File: src/rtl/adc_pkg.sv
// Shared types and constants for the serial ADC capture front end.
// Latency: none (declarations only).
// Backpressure: none (declarations only).
//
// Contents: FSM state enum, default frame/data widths, output byte width.
package adc_pkg;

  typedef enum logic [1:0] {
    IDLE,
    FRAME,
    QUIET
  } state_t;

  localparam int FRAME_BITS_DEF = 16;
  localparam int DATA_BITS_DEF  = 12;
  localparam int BYTE_W         = 8;

endpackage

File: src/rtl/adc_serial_capture_if.sv
// Bundle of ADC pin and recorder-side signals for adc_serial_capture.
// Latency: none (wiring only).
// Backpressure: none; the recorder paces itself off adc_eoc_out / adc_busy.
//
// master: the capture block (drives ADC pins and recorder outputs).
// slave : the environment (ADC data line and the recorder's trigger).
interface adc_serial_capture_if #(
  parameter int DATA_BITS = adc_pkg::DATA_BITS_DEF
);
  import adc_pkg::*;

  logic                 adc_trigger;
  logic                 adc_sdata;
  logic                 adc_cs_n;
  logic                 adc_sclk;
  logic [DATA_BITS-1:0] adc_sample;
  logic [BYTE_W-1:0]    adc_data;
  logic                 adc_eoc_out;
  logic                 adc_busy;

  modport master (
    input  adc_trigger, adc_sdata,
    output adc_cs_n, adc_sclk, adc_sample, adc_data, adc_eoc_out, adc_busy
  );

  modport slave (
    output adc_trigger, adc_sdata,
    input  adc_cs_n, adc_sclk, adc_sample, adc_data, adc_eoc_out, adc_busy
  );

endinterface

File: src/rtl/sync_2ff.sv
// Two-flop synchronizer for asynchronous inputs.
// Latency: 2 clk cycles.
// Backpressure: none.
//
// Ports: clk, rst_n (async, active-low, clears both stages), d (async in), q (synced out).
module sync_2ff #(
  parameter int WIDTH = 1
) (
  input  logic             clk,
  input  logic             rst_n,
  input  logic [WIDTH-1:0] d,
  output logic [WIDTH-1:0] q
);

  logic [WIDTH-1:0] meta;

  always_ff @(posedge clk or negedge rst_n) begin
    if (!rst_n) begin
      meta <= '0;
      q    <= '0;
    end else begin
      meta <= d;
      q    <= meta;
    end
  end

endmodule

File: src/rtl/adc_serial_capture.sv
// Runs one cs_n/sclk frame per trigger, shifts in the ADC word, presents sample/byte with an eoc pulse.
// Latency: trigger to eoc = (2*FRAME_BITS+1)*CLK_DIV + QUIET_CYCLES cycles; sample/data update with eoc.
// Backpressure: triggers outside IDLE are dropped (or held as one pending request with ADC_TRIG_PENDING_EN).
//
// Ports: clk, rst_n (async, active-low); bus (master): adc_trigger, adc_sdata in;
//        adc_cs_n, adc_sclk, adc_sample, adc_data, adc_eoc_out, adc_busy out.
// Optional macro: ADC_TRIG_PENDING_EN (remember one trigger seen while busy).
module adc_serial_capture
  import adc_pkg::*;
#(
  parameter int CLK_DIV      = 4,
  parameter int FRAME_BITS   = FRAME_BITS_DEF,
  parameter int DATA_BITS    = DATA_BITS_DEF,
  parameter int QUIET_CYCLES = 2
) (
  input  logic                clk,
  input  logic                rst_n,
  adc_serial_capture_if.master bus
);

  localparam int DW = $clog2(CLK_DIV + 1);
  localparam int EW = $clog2(FRAME_BITS + 1);
  localparam int QW = $clog2(QUIET_CYCLES + 1);

  localparam logic [DW-1:0] DIV_LAST  = DW'(CLK_DIV - 1);
  localparam logic [EW-1:0] EDGE_LAST = EW'(FRAME_BITS);
  localparam logic [QW-1:0] Q_LAST    = QW'(QUIET_CYCLES - 1);

  state_t               state_q, state_d;
  logic [DW-1:0]        div_q, div_d;
  logic [EW-1:0]        edge_q, edge_d;
  logic [QW-1:0]        quiet_q, quiet_d;
  logic                 cs_n_q, cs_n_d;
  logic                 sclk_q, sclk_d;
  logic [DATA_BITS-1:0] shift_q, shift_d;
  logic [DATA_BITS-1:0] sample_q, sample_d;
  logic                 eoc_q, eoc_d;
  logic                 sdata_s;
  logic                 start_req;

  sync_2ff #(.WIDTH(1)) u_sdata_sync (
    .clk   (clk),
    .rst_n (rst_n),
    .d     (bus.adc_sdata),
    .q     (sdata_s)
  );

`ifdef ADC_TRIG_PENDING_EN
  logic pend_q, pend_d;

  // One remembered request; it is consumed in the IDLE cycle where it launches the frame.
  always_comb begin
    pend_d = pend_q;
    if (state_q == IDLE)      pend_d = 1'b0;
    else if (bus.adc_trigger) pend_d = 1'b1;
  end

  always_ff @(posedge clk or negedge rst_n) begin
    if (!rst_n) pend_q <= 1'b0;
    else        pend_q <= pend_d;
  end

  assign start_req = bus.adc_trigger | pend_q;
`else
  assign start_req = bus.adc_trigger;
`endif

  always_comb begin
    state_d  = state_q;
    div_d    = div_q;
    edge_d   = edge_q;
    quiet_d  = quiet_q;
    cs_n_d   = cs_n_q;
    sclk_d   = sclk_q;
    shift_d  = shift_q;
    sample_d = sample_q;
    eoc_d    = 1'b0;

    unique case (state_q)
      IDLE: begin
        if (start_req) begin
          state_d = FRAME;
          cs_n_d  = 1'b0;
          div_d   = '0;
          edge_d  = '0;
        end
      end
      FRAME: begin
        if (div_q == DIV_LAST) begin
          div_d = '0;
          // After the last rising edge sclk has already been high for one
          // half period here: close the frame instead of toggling again.
          if (sclk_q && edge_q == EDGE_LAST) begin
            state_d = QUIET;
            cs_n_d  = 1'b1;
            quiet_d = '0;
          end else begin
            sclk_d = ~sclk_q;
            if (!sclk_q) begin
              // Only the trailing DATA_BITS bits are ever presented, so
              // leading frame bits simply fall off the top.
              shift_d = {shift_q[DATA_BITS-2:0], sdata_s};
              edge_d  = edge_q + EW'(1);
            end
          end
        end else begin
          div_d = div_q + DW'(1);
        end
      end
      QUIET: begin
        if (quiet_q == Q_LAST) state_d = IDLE;
        else                   quiet_d = quiet_q + QW'(1);
      end
      default: state_d = IDLE;
    endcase

    // Registered so the pulse and new data are both visible during the last QUIET cycle.
    if (state_d == QUIET && quiet_d == Q_LAST) begin
      eoc_d    = 1'b1;
      sample_d = shift_d;
    end
  end

  always_ff @(posedge clk or negedge rst_n) begin
    if (!rst_n) begin
      state_q  <= IDLE;
      div_q    <= '0;
      edge_q   <= '0;
      quiet_q  <= '0;
      cs_n_q   <= 1'b1;
      sclk_q   <= 1'b1;
      shift_q  <= '0;
      sample_q <= '0;
      eoc_q    <= 1'b0;
    end else begin
      state_q  <= state_d;
      div_q    <= div_d;
      edge_q   <= edge_d;
      quiet_q  <= quiet_d;
      cs_n_q   <= cs_n_d;
      sclk_q   <= sclk_d;
      shift_q  <= shift_d;
      sample_q <= sample_d;
      eoc_q    <= eoc_d;
    end
  end

  assign bus.adc_cs_n    = cs_n_q;
  assign bus.adc_sclk    = sclk_q;
  assign bus.adc_sample  = sample_q;
  assign bus.adc_data    = sample_q[DATA_BITS-1 -: BYTE_W];
  assign bus.adc_eoc_out = eoc_q;
  assign bus.adc_busy    = (state_q != IDLE);

endmodule

File: src/flat_wrapper.sv
// flat-port wrapper written by rule: the top's interface ports become plain ports
module adc_serial_capture_flat import adc_pkg::*;
#(
  parameter int CLK_DIV      = 4,
  parameter int FRAME_BITS   = FRAME_BITS_DEF,
  parameter int DATA_BITS    = DATA_BITS_DEF,
  parameter int QUIET_CYCLES = 2
)
  (clk, rst_n, bus_adc_trigger, bus_adc_sdata, bus_adc_cs_n, bus_adc_sclk, bus_adc_sample, bus_adc_data, bus_adc_eoc_out, bus_adc_busy);
  adc_serial_capture_if #(.DATA_BITS(DATA_BITS)) bus_i ();
  input  logic clk;
  input  logic rst_n;
  input wire logic [$bits(bus_i.adc_trigger)-1:0] bus_adc_trigger;
  input wire logic [$bits(bus_i.adc_sdata)-1:0] bus_adc_sdata;
  output wire logic [$bits(bus_i.adc_cs_n)-1:0] bus_adc_cs_n;
  output wire logic [$bits(bus_i.adc_sclk)-1:0] bus_adc_sclk;
  output wire logic [$bits(bus_i.adc_sample)-1:0] bus_adc_sample;
  output wire logic [$bits(bus_i.adc_data)-1:0] bus_adc_data;
  output wire logic [$bits(bus_i.adc_eoc_out)-1:0] bus_adc_eoc_out;
  output wire logic [$bits(bus_i.adc_busy)-1:0] bus_adc_busy;
  assign bus_i.adc_trigger = bus_adc_trigger;
  assign bus_i.adc_sdata = bus_adc_sdata;
  assign bus_adc_cs_n = bus_i.adc_cs_n;
  assign bus_adc_sclk = bus_i.adc_sclk;
  assign bus_adc_sample = bus_i.adc_sample;
  assign bus_adc_data = bus_i.adc_data;
  assign bus_adc_eoc_out = bus_i.adc_eoc_out;
  assign bus_adc_busy = bus_i.adc_busy;
  adc_serial_capture #(.CLK_DIV(CLK_DIV), .FRAME_BITS(FRAME_BITS), .DATA_BITS(DATA_BITS), .QUIET_CYCLES(QUIET_CYCLES)) u_core (.clk(clk), .rst_n(rst_n), .bus(bus_i));
endmodule
File: config.mk
export PLATFORM = sky130hd
export DESIGN_NAME = adc_serial_capture_flat
export DESIGN_NICKNAME = d
export VERILOG_FILES = /design/src/rtl/adc_pkg.sv /design/src/rtl/adc_serial_capture_if.sv /design/src/rtl/sync_2ff.sv /design/src/rtl/adc_serial_capture.sv /design/src/flat_wrapper.sv
export SDC_FILE = /design/constraint.sdc
export NUM_CORES = 1
export LEC_CHECK = 0
export ABC_AREA = 1
export BUFFER_PORTS_ARGS = -buffer_cell sky130_fd_sc_hd__buf_2
export CAP_MARGIN = 10
export CORE_ASPECT_RATIO = 1.5
export CORE_MARGIN = 2
export CORE_UTILIZATION = 50
export CTS_CLUSTER_SIZE = 14
export DETAILED_ROUTE_END_ITERATION = 16
export PLACE_DENSITY = 0.82
export SYNTH_ARGS = -nofsm -noshare
export SYNTH_HDL_FRONTEND = slang
export SYNTH_SLANG_ARGS = --single-unit
File: constraint.sdc
create_clock -name clk -period 1.7 [get_ports clk]
set_input_delay 0.17 -clock clk [delete_from_list [all_inputs] [get_ports clk]]
set_output_delay 0.17 -clock clk [all_outputs]
set_load 0.01 [all_outputs]
# Word-level counts from Yosys, hierarchy flattened
# Cells that the tools add are included.
[word_totals]
ff_bits = 41
out_inout_bits = 24
in_bits = 4
[classes]
n_addsub = 3
n_eq_ne = 12
bitwise = 2
n_reduce_logical = 9
n_mux = 26
[ops]
columns = ["op", "count"]
rows = [
  ["two-way mux 12 bit", 4],
  ["two-way mux 5 bit", 4],
  ["two-way mux 2 bit", 7],
  ["case mux 5 bit (2 select lines)", 1],
  ["equality test 2 x 1 -> 1 bit (second input constant)", 3],
  ["two-way mux 3 bit", 2],
  ["inequality test 2 bit (second input constant)", 3],
  ["case mux 2 bit (3 select lines)", 1],
  ["case mux 3 bit (2 select lines)", 1],
  ["adder 5 x 1 -> 5 bit (second input constant)", 1],
  ["equality test 5 bit (second input constant)", 1],
  ["AND reduction 5 bit", 1],
  ["equality test 2 bit (second input constant)", 2],
  ["two-way mux 1 bit", 4],
  ["inequality test 2 x 1 -> 1 bit (second input constant)", 2],
  ["case mux 2 bit (2 select lines)", 1],
  ["AND reduction 4 bit", 1],
  ["nonzero test 2 bit", 2],
  ["adder 3 x 1 -> 3 bit (second input constant)", 1],
  ["equality test 3 x 2 -> 1 bit (second input constant)", 1],
  ["AND reduction 3 bit", 1],
  ["adder 2 x 1 -> 2 bit (second input constant)", 1],
  ["logical AND 1 bit", 2],
  ["zero test 2 bit", 1],
  ["3 further kinds", 4],
]

# Depth between registers and ports, before layout
[depth]
ltp_word = 8
mapped_depth = 13
ltp_nobuf = 12

# Modules after synthesis
# A second synthesis with hierarchy kept.
[hier_totals]
hier_cells = 233
hier_area_um2 = 2132.0
[modules_own_cells]
columns = ["module", "area_each_um2", "instances", "seq_area_each_um2", "cells_per_inst"]
rows = [
  ["adc_serial_capture", 2082.0, 1, 978.4, 231],
  ["sync_2ff", 50.0, 1, 50.0, 2],
]

# Least setup slack after synthesis
# OpenSTA, ideal clock, no wires.
[synth_timing]
kind = "reg2reg"
start = "reg u_core.state_q[1]"
end = "reg u_core.sample_q[0], in the netlist u_core.bus.adc_sample[0]"
path_slack_ns = -0.012
path_stages_with_launch = 13
setup_ns = 0.120
t_required_ns = 1.580
arrival_time_ns = 1.592
synth_period_minus_slack_ns = 1.712
path_cell_list = "dfrtp_1 > inv_1 > ha_1 > inv_2 > nor2_1 > nor2_1 > nand2_1 > nand2_1 > a21oi_4 > nand3_4 > buf_6 > o21bai_2 > nand2_1"
[synth_between]
elab_chain_cells = 5
elab_cells_between_ends = 13
[synth_rtl]
columns = ["element", "line_no", "text"]
rows = [
  ["from (decl)", "adc_serial_capture.sv:29", "state_t state_q, state_d;"],
  ["from (signal assigned)", "adc_serial_capture.sv:136", "state_q <= state_d;"],
  ["two-way mux 2 bit", "adc_serial_capture.sv:93", "if (sclk_q && edge_q == EDGE_LAST) begin"],
  ["two-way mux 2 bit", "adc_serial_capture.sv:89", "if (div_q == DIV_LAST) begin"],
  ["case mux 2 bit (3 select lines) *", "adc_serial_capture.sv:79", "unique case (state_q)"],
  ["via u_core.state_d[1]", "adc_serial_capture.sv:29", ""],
  ["equality test 2 bit *", "adc_serial_capture.sv:118", "if (state_d == QUIET && quiet_d == Q_LAST) begin"],
  ["logical AND 1 bit *", "adc_serial_capture.sv:118", ""],
  ["to (signal assigned)", "adc_serial_capture.sv:143", "sample_q <= sample_d;"],
  ["to (decl)", "adc_serial_capture.sv:36", "logic [DATA_BITS-1:0] sample_q, sample_d;"],
]
# The timed path passes the listed nets; every way through them passes the cells marked *.
# A chain may end at the register's enable or synchronous reset.

# Worst setup path after layout
[layout_timing]
start = "reg u_core.edge_q[0]"
end = "reg u_core.sample_q[9], in the netlist u_core.bus.adc_sample[9]"
[layout_between]
elab_chain_cells = 7
elab_cells_between_ends = 14
[layout_rtl]
columns = ["element", "line_no", "text"]
rows = [
  ["from (decl)", "adc_serial_capture.sv:31", "logic [EW-1:0] edge_q, edge_d;"],
  ["from (signal assigned)", "adc_serial_capture.sv:138", "edge_q <= edge_d;"],
  ["equality test 5 bit", "adc_serial_capture.sv:93", ""],
  ["logical AND 1 bit", "adc_serial_capture.sv:93", ""],
  ["two-way mux 2 bit", "adc_serial_capture.sv:93", ""],
  ["two-way mux 2 bit", "adc_serial_capture.sv:89", ""],
  ["case mux 2 bit (3 select lines)", "adc_serial_capture.sv:79", ""],
  ["via u_core.state_d[1]", "adc_serial_capture.sv:29", ""],
  ["equality test 2 bit", "adc_serial_capture.sv:118", ""],
  ["logical AND 1 bit", "adc_serial_capture.sv:118", ""],
]
# The timed path passes the listed nets, and every way through them passes these cells.

==> run metrics <==
status=finished, violations left; failing checks=negative setup slack; # rows=29; placed insts=306; share of synthesized registers carrying an async set or reset=1.00; Worst-Margin Slew=0.520 ns; slew margin rel.=0.653; crit-path cells=inv_2, ha_4, nand2_4, nor2_4, nand4_1, a21oi_4, nand3_4, buf_6, o21bai_1, nand2_1; Final Wtd Congestion=0.821; CTS tree=done; Diodes inserted=0; Layout Nets=287; maximum clock insertion buffer count=2; final setup fails=13; die area=0.00482 mm²; htree depth=2; syn nets=245; WL/cell=13.7 µm; DRT Pass-1 Iters=5; Slowest cell on crit path=dfrtp_1; Via density=5.32; Worst R2R Path Depth=10; reg2reg start=u_core.edge_q[0]; EDFF count, synth=0; Pwr Density=1140 mW/mm²; critical path peak fanout=3; Fmax=573 MHz; # Max-Cap Violations=0; Final Skew=0.0112 ns; Mapped Area=0.00213 mm²; GRT overflow=0; sequential share of the synthesized area=0.482; Min-Delay Path Class=primary input to flip-flop; max-slew violation count=0; Reg-to-Reg End=u_core.bus.adc_sample[9]; min cycle time layout=1.74 ns; unrepaired setup endpoints after global routing=yes; worst setup margin=-0.0443 ns; Setup TNS Final=-0.409 ns; number of global-route vias before repair=1728; CP endpoint kind=flip-flop; initial antenna violation count=0; Fillers=338; Mean Syn Cell Area=9.12 µm²; area delta synth->final=22.4%; Clock Sinks=41; via count=1717; Setup crit start=u_core.edge_q[0]; Worst-path clk slew=0.09 ns; CP endpoint=u_core.bus.adc_sample[9]; antenna-violating nets left=0; DRT iter0 DRCs=48; Core Region=0.00417 mm²; first-pass GRT wire length=7430 µm; CP Launch Type=flip-flop; Peak VDD IR=0.878 mV; ys flop type=dfrtp_1; total track usage=0.203; static leakage=0.00132 µW; wire length after detailed routing=4430 µm; Yosys cell types=32; Die W=57.3 µm; worst hold margin=0.324 ns; #FFs+latches synth=41; largest net degree at the start of global routing=42; Top Ports=28; share of layout cells above drive strength 1=0.368; synthesized instance count=234; Final Hold Fails=0; CP Data Required Time=1.91 ns; period utilisation layout=1.03; WS Path Type=flip-flop to flip-flop; HPWL Detailed=3080 µm; design area=0.00261 mm²; Worst path max stage delay=0.40 ns; Synth warnings=0; Die Height=84 µm; Root Buffer=clkbuf_8; Inserted Clock Buffers=5; FF-to-FF setup slack=-0.04 ns; later-pin clock latency in the skew report=0.31 ns; non-filler cells, final=323; arrival time of the worst setup path=1.95 ns; Initial Util=0.511; Port Buffers=27; DRC viols=0; Post-Place Cell Area=0.00236 mm²
how the worst min path moves through the flow:
stage,startpoint,end,cells past startpoint
2_1_floorplan,rst_n,u_core.bus.adc_eoc_out,0
3_3_place_gp,rst_n,u_core.state_q[0],2
3_5_place_dp,rst_n,u_core.state_q[0],2
4_1_cts,bus_adc_trigger,u_core.edge_q[3],4
5_1_grt,bus_adc_trigger,u_core.edge_q[3],4
6_report,bus_adc_trigger,u_core.state_q[1],6
flip-flops by register name, indices dropped and copies added, names as in the netlist, 2 cells and up:
name / count
u_core.quiet_q: 2
u_core.div_q: 3
u_core.edge_q: 5
u_core.bus.adc_sample: 12
u_core.shift_q: 12
u_core.state_q: 2
cell type report:
type,count,area [µm²],share of cell area
clock buffer,5,68.8,0.0264
clock inverter,3,46.3,0.0177
sequential,41,1030,0.394
tap,46,57.6,0.0220
inverter,34,128,0.0489
timing repair buffer,51,369,0.141
multi-input combinational,143,913,0.350
cells in the final DEF, fill, tap and decap left out, drive strengths merged:
cell type and count:
nand2 68, buf 49, dfrtp 39, inv 34, nand4 14, o21bai 12, nor2 12, o21ai 10
nand3 8, ha 7, clkbuf 5, a21oi 5, a21boi 3, dlygate4sd3 2, dfstp 2, and2 1
xor2 1, nor3 1, a32o 1, clkinv 1, clkinvlp 1, bufinv 1
synth_stat cells, types with 2 or more instances:
cell	number	area share
o21bai_2	9	0.048
nor2_1	8	0.014
nand2_1	62	0.11
nand4_1	14	0.041
o21ai_1	2	0.0047
o21bai_1	3	0.011
nand3_1	6	0.014
a21boi_0	2	0.0070
inv_2	5	0.0088
o21ai_0	6	0.014
buf_4	12	0.042
nor2_2	3	0.0088
buf_2	3	0.0070
nand2_2	5	0.015
dfstp_2	2	0.025
o21ai_2	2	0.0082
dfrtp_1	39	0.46
a21oi_1	3	0.0070
ha_1	7	0.041
inv_1	29	0.051
worst max-delay path: cells and delay by family, from the launching register on:
family	cells	cell delay (ns)
AND/OR/NAND/NOR	5	0.55
flip-flops	1	0.40
buffers and inverters	2	0.22
adder cells (fa/ha/maj)	1	0.13
AO/OA/AOI/OAI	2	0.35
timing repair:
action	in CTS	in global routing
pin swaps	3	10
setup buffers	5	2
hold buffers	2	0
gates resized for setup	4	14
hold endpoints to repair	40	0
endpoints found under the setup margin	12	17
per-stage QoR:
step | utilization | setup WS [ns] | total power, µW
floorplan | - | 0.0519 | 1750
global placement | 0.566 | 0.00311 | 2000
detailed placement | 0.566 | -0.141 | 2050
CTS | 0.610 | -0.00434 | 2900
global route | 0.626 | -0.164 | 3160
finish | 0.626 | -0.0443 | 2980
cells by family after synthesis:
group                      count (synthesis)  share of synthesized area
adders and majority gates                  7                     0.0411
xor gates and xnor gates                   1                    0.00411
AOI/OAI and AO/OA                         31                      0.124
DFF                                       41                      0.482
buffers and inverters                     50                      0.114
and+or+nand+nor                          104                      0.234
power by group:
group / internal [µW] / leakage [µW] / switching [µW]
clock: 440 / 0.0000543 / 366
sequential: 1100 / 0.000491 / 70.6
combinational: 429 / 0.000773 / 584
layer usage:
layer | up-vias | global-route usage | wire length, µm
met3 | 15 | 0.0481 | 114
met5 | - | 0 | 0
met2 | 37 | 0.339 | 2420
met1 | 844 | 0.225 | 1720
li1 | 821 | - | -
met4 | 0 | 0.133 | 168
(Power assumes the default switching activity.)
